==> src/rtl/bypass_scoreboard.sv <==
// Bypass scoreboard: tracks in-flight results after issue, forwards the newest
// matching value to each operand read port, and raises a load-use stall.
module bypass_scoreboard #(
    parameter int XLEN      = 32,
    parameter int NREAD     = 2,
    parameter int DEPTH     = 3,
    parameter int LOAD_SLOT = 1
) (
    input  logic                    clk,
    input  logic                    rst,
    input  logic                    issue_valid,
    input  logic                    issue_we,
    input  logic                    issue_is_load,
    input  logic [4:0]              issue_rd,
    input  logic [NREAD*5-1:0]      rd_index,
    input  logic [NREAD*XLEN-1:0]   rd_regval,
    input  logic [XLEN-1:0]         alu_result,
    input  logic [XLEN-1:0]         mem_result,
    input  logic                    flush,
    output logic [NREAD*XLEN-1:0]   fwd_val,
    output logic                    stall,
    output logic [15:0]             stall_count
);

    typedef struct packed {
        logic            valid;
        logic            we;
        logic            load;
        logic [4:0]      rd;
        logic [XLEN-1:0] value;
        logic            ready;
    } slot_t;

    slot_t           slots [DEPTH];
    slot_t           nxt   [DEPTH];
    logic [DEPTH-1:0] avail;
    logic [XLEN-1:0] avail_val [DEPTH];
    logic [NREAD-1:0] port_blocked;

    // Value an entry can supply this cycle: captured result, or the live ALU/memory bus.
    always_comb begin
        for (int k = 0; k < DEPTH; k++) begin
            avail[k]     = slots[k].ready;
            avail_val[k] = slots[k].value;
            if (!slots[k].ready) begin
                if (k == 0 && !slots[k].load) begin
                    avail[k]     = 1'b1;
                    avail_val[k] = alu_result;
                end else if (k == LOAD_SLOT && slots[k].load) begin
                    avail[k]     = 1'b1;
                    avail_val[k] = mem_result;
                end
            end
        end
    end

    // NOTE: every output of this block gets a default before any conditional
    // assignment, so no path leaves a value held and no latch is inferred.
    always_comb begin
        fwd_val      = rd_regval;
        port_blocked = '0;
        for (int i = 0; i < NREAD; i++) begin
            // Scan oldest to newest so the newest match overrides older ones.
            for (int k = DEPTH - 1; k >= 0; k--) begin
                if (slots[k].valid && slots[k].we && slots[k].rd != 5'd0 &&
                    slots[k].rd == rd_index[5*i +: 5]) begin
                    port_blocked[i]          = !avail[k];
                    fwd_val[i*XLEN +: XLEN]  = avail[k] ? avail_val[k]
                                                        : rd_regval[i*XLEN +: XLEN];
                end
            end
            if (rst) begin
                port_blocked[i]         = 1'b0;
                fwd_val[i*XLEN +: XLEN] = rd_regval[i*XLEN +: XLEN];
            end
        end
    end

    assign stall = issue_valid && !rst && (|port_blocked);

    // Next contents of the slot pipeline, including result capture on the way down.
    always_comb begin
        nxt[0]       = '0;
        nxt[0].valid = issue_valid && !stall && !flush;
        nxt[0].we    = issue_we;
        nxt[0].load  = issue_is_load;
        nxt[0].rd    = issue_rd;
        for (int k = 1; k < DEPTH; k++) begin
            nxt[k] = slots[k-1];
            if (flush) begin
                nxt[k].valid = 1'b0;
            end
            if (k == 1 && slots[0].valid && slots[0].we && !slots[0].load) begin
                nxt[k].value = alu_result;
                nxt[k].ready = 1'b1;
            end
            if (k == LOAD_SLOT + 1 && slots[LOAD_SLOT].valid && slots[LOAD_SLOT].load) begin
                nxt[k].value = mem_result;
                nxt[k].ready = 1'b1;
            end
        end
    end

    // NOTE: only the valid/ready control bits are reset; rd and value are
    // don't-care while valid=0, so the datapath storage carries no reset.
    always_ff @(posedge clk) begin
        if (rst) begin
            for (int k = 0; k < DEPTH; k++) begin
                slots[k].valid <= 1'b0;
                slots[k].ready <= 1'b0;
            end
        end else begin
            // NOTE: non-blocking assignments let every slot shift from its
            // pre-edge neighbour in the same edge, independent of statement order.
            for (int k = 0; k < DEPTH; k++) begin
                slots[k] <= nxt[k];
            end
        end
    end

    always_ff @(posedge clk) begin
        if (rst) begin
            stall_count <= 16'd0;
        end else if (stall && stall_count != 16'hFFFF) begin
            stall_count <= stall_count + 16'd1;
        end
    end

endmodule

==> config.mk <==
export PLATFORM = sky130hd
export DESIGN_NAME = bypass_scoreboard
export DESIGN_NICKNAME = d
export VERILOG_FILES = /design/src/rtl/bypass_scoreboard.sv
export SDC_FILE = /design/constraint.sdc
export NUM_CORES = 1
export LEC_CHECK = 0
export CORE_MARGIN = 3
export CORE_UTILIZATION = 49
export CTS_BUF_LIST = sky130_fd_sc_hd__clkbuf_16
export DETAILED_ROUTE_END_ITERATION = 8
export PLACE_DENSITY = 0.82
export SETUP_SLACK_MARGIN = 0.02
export SYNTH_ARGS = -nofsm -noshare
export SYNTH_HDL_FRONTEND = slang
export SYNTH_SLANG_ARGS = --single-unit
export TNS_END_PERCENT = 30
==> constraint.sdc <==
create_clock -name clk -period 4.23 [get_ports clk]
set_clock_uncertainty 0.05 [all_clocks]
set_input_delay 1.0575 -clock clk [delete_from_list [all_inputs] [get_ports clk]]
set_output_delay 1.0575 -clock clk [all_outputs]
set_load 0.05 [all_outputs]
==> results of run 1 <==
## through the flow
| stage | setup WS [ns] | hold slack [ns] |
|---|---|---|
| after floorplan | 0.0322 | 0.376 |
| after global placement | -0.338 | 0.394 |
| after detailed placement | -0.336 | 0.387 |
| after CTS | -0.0368 | 0.413 |
| after global routing | 0.0207 | 0.422 |
| final | 0.0742 | 0.414 |
## worst max path at each step
stage                     start     endpoint  slack [ns]  cells past startpoint
detailed placement  rd_index[5]  fwd_val[62]       -0.34                      9
floorplan                   rst  fwd_val[10]        0.03                      4
CTS                 rd_index[4]  fwd_val[16]       -0.04                     10
global placement    rd_index[5]  fwd_val[62]       -0.34                      9
finish              rd_index[9]  fwd_val[62]        0.07                     10
global route        rd_index[9]  fwd_val[62]        0.02                     10
## registers in the layout, summed over array words and instances, names as in the netlist
signal,cells
slots,89
stall_count,16
## cell usage after synthesis, drive strengths merged (2+ instances only)
cell / number
a211oi: 65
a21oi: 111
a221o: 64
and2: 34
and3: 3
and4: 2
buf: 10
clkbuf: 63
dfxtp: 21
edfxtp: 84
inv: 4
mux2: 32
mux2i: 67
nand2: 16
nand2b: 64
nand3: 11
nand4: 6
nor2: 72
nor2b: 32
nor3: 4
nor3b: 5
nor4: 5
o21ai: 3
o31ai: 11
o41ai: 2
or2: 3
or3: 2
or4: 11
xnor2: 15
xor2: 15
## cell usage in the layout, fill, tap and decap left out, types with 15 or more instances in the layout
cell	instances
a221o_1	64
a21oi_1	111
mux2i_1	64
nand2_1	15
buf_4	43
mux2_2	32
buf_12	80
a211oi_1	64
nand2b_1	64
and2_1	34
nor2_1	70
edfxtp_1	84
clkdlybuf4s50_1	154
dfxtp_1	20
nor2b_1	32
## per-layer routing
metal  vias to the layer above  part of all wire (%)  GRT usage, %
met5                         -                     0             0
met4                         0                   3.1          13.0
met3                        62                   9.9          7.06
met2                       500                    47          49.5
met1                      3997                    40          41.5
li1                       3721                     -             -
## critical path, stage by stage
cell and delay (ns):
clkbuf_2 0.14, xnor2_1 0.21, nand3_2 0.13, nor4_4 0.37
buf_4 0.20, or2_4 0.21, buf_12 0.16, a211oi_1 0.06
a221o_1 0.34, buf_12 0.17
## what timing repair did
action,4_1_cts,5_1_grt
gates cloned,4,1
gates resized for setup,26,36
endpoints found under the setup margin,65,65
endpoints found under the hold margin,0,0
pin swaps,7,12
setup buffers,10,3
## power groups by stage
stage	combinational (mW)	clock, mW	sequential [mW]
after floorplan	0.434	0	1.20
after global placement	0.905	0	1.21
after detailed placement	0.916	0	1.21
after CTS	0.939	0.868	1.19
after global routing	1.01	0.908	1.20
final	0.963	0.860	1.19
## cells by family after synthesis
| group | synth area share [%] |
|---|---|
| mux | 13.0 |
| flops | 37.1 |
| buf+inv | 3.74 |
| fa+ha+maj | 0.158 |
| compound gates | 23.5 |
| simple gates | 19.2 |
| xor+xnor | 3.31 |
## cell type report
type	count	share of cell area, %
Clock buffer	9	1.86
Antenna cell	1	0.0207
Tap cell	211	2.18
Multi-Input combinational cell	665	40.3
Timing Repair Buffer	296	30.6
Sequential cell	105	24.3
Inverter	4	0.134
Clock inverter	7	0.589
==> results by group, run 1 <==
STA
  – Slew Limit Fails: 0
  – Worst relative slew slack: between 30% and 40%
  – Setup TNS: 0 ns
  – Final-report setup violation count: 0
  – Crit share post-route: between 90% and 100%
  – Min cycle time layout: 4.16 ns
  – F_max: 0.241 GHz
  – RSZ-0062 raised after global routing: no
  – Final hold vios: 0
  – Worst slew pin tran: a little under 1 ns

Final layout
  – Fill cells: between 1000 and 1500
  – Layout cells sized above 1: roughly a fifth
  – Design Area, Final: between 10000 and 15000 um2
  – Final cell count without fillers: roughly 1300
  – FF/Latch Area: about 3000 um2
  – Area Overhead vs Synth: 52.6%
  – Fin util: between 70 and 80%
  – Multi-input logic area: slightly below 5000 um2
  – Nets@finish: ~1200

Detailed routing
  – Per-cell routed wire length: ~22 um
  – Number of detailed-route iterations in the first pass: 5
  – Drt via density: between 6 and 7
  – Final antenna-violating net count: 0
  – DR iter-0 viols: 1005
  – Final WL: between 20000 and 30000 um
  – Routed via count: 8280
  – DRC: 0

Synthesis
  – Synth top area cells: edfxtp_1 (32%), mux2i_1 (8.5%), a221o_1 (8.1%)
  – Post-Synthesis Cells: 847
  – Synth Flop Type: edfxtp_1
  – Post-synth top area share: about a third
  – Number of enable flip-flop cells after synthesis: 84
  – Synth cell types: 45
  – Synth warnings: 0
  – Syn Nets: 997
  – Post-synthesis sequential area ratio: between 30% and 40%
  – Mean Syn Cell Area: approximately 9.4 um2
  – Post-synth ARST share: 0%
  – Seq cells post-synth: between 100 and 150
  – Post-synthesis cell area: around 7900 um2
  – Synth area leader: edfxtp_1

Worst hold path
  – Hold worst-path end: slots[0][80]
  – Hold path depth: 0
  – Min-delay worst type: register to register
  – Worst Hold Launch: slots[0][39]

Power and ir drop
  – Clock power frac: approximately 28%
  – Logic pwr share: around a third
  – Switch share: between 30% and 40%
  – Seq pwr share: 39.5%
  – Power Density: around 250 nW/um2
  – Switch Pwr: around 0.96 mW
  – Tot Pwr: ~3.0 mW
  – Leakage: 4.39 nW
  – Cell Int Power: just over 2 mW
  – Peak VDD IR: 0.184 mV

CTS
  – Clock Sinks: roughly 110
  – CTS tree: yes
  – CTS clk-pin slew, worst paths: approximately 0.080 ns
  – CTS H-tree lvls: 3
  – # hold bufs at CTS: 0
  – CTS Buf Count: 9
  – CTS Buffer Depth: 2
  – Clk Latency, worst-skew pair: about 0.36 ns
  – Root buffer cell: clkbuf_16

Placed design
  – Dpl hpwl: 19300 um
  – Placed cell count: about 1300
  – Placer Congestion: approximately 0.95
  – Port Buffer Count: 229
  – Placed inst area: roughly 11000 um2

Setup path
  – CP endpoint kind: output pin
  – Worst path arrival time: 3.05 ns
  – Crit Path Category: input port to output pin
  – Crit Path Max Fanout: 7
  – CP Launch Type: input port
  – Reg2reg setup slack: between 1 and 1.5 ns
  – Worst R2R End: stall_count[14]
  – R2r worst-path depth: 9
  – Worst flop-to-flop path startpoint: slots[0][74]
  – Worst Path Required: ~3.1 ns

Floorplanning
  – Initial Util: 51.0%
  – FP Rows: 45
  – Die outline area: 17700 um2
  – # IOs: 230
  – Die extent in x: around 130 um
  – Area of the core: 15500 um2
  – Die span in y: ~130 um

GRT
  – First-pass GRT wire length: 44200 um
  – Initial antenna violation count: 1
  – Largest net degree at the start of global routing: between 70 and 80
  – GR Overflow Total: 0
  – Vias in the first global route: between 7000 and 8000
  – Overall routing resource usage: between 30% and 40%

Outcome
  – Status: finished clean

Job
  – Max-Cap Viols: 0
Note: power is estimated with default switching activity, not from simulation.
==> inputs of run 2 (changes only) <==
- CAP_MARGIN: not set -> 15
==> results of run 2 <==
The final DEF is identical to that of run 1; final timing and power are the same.
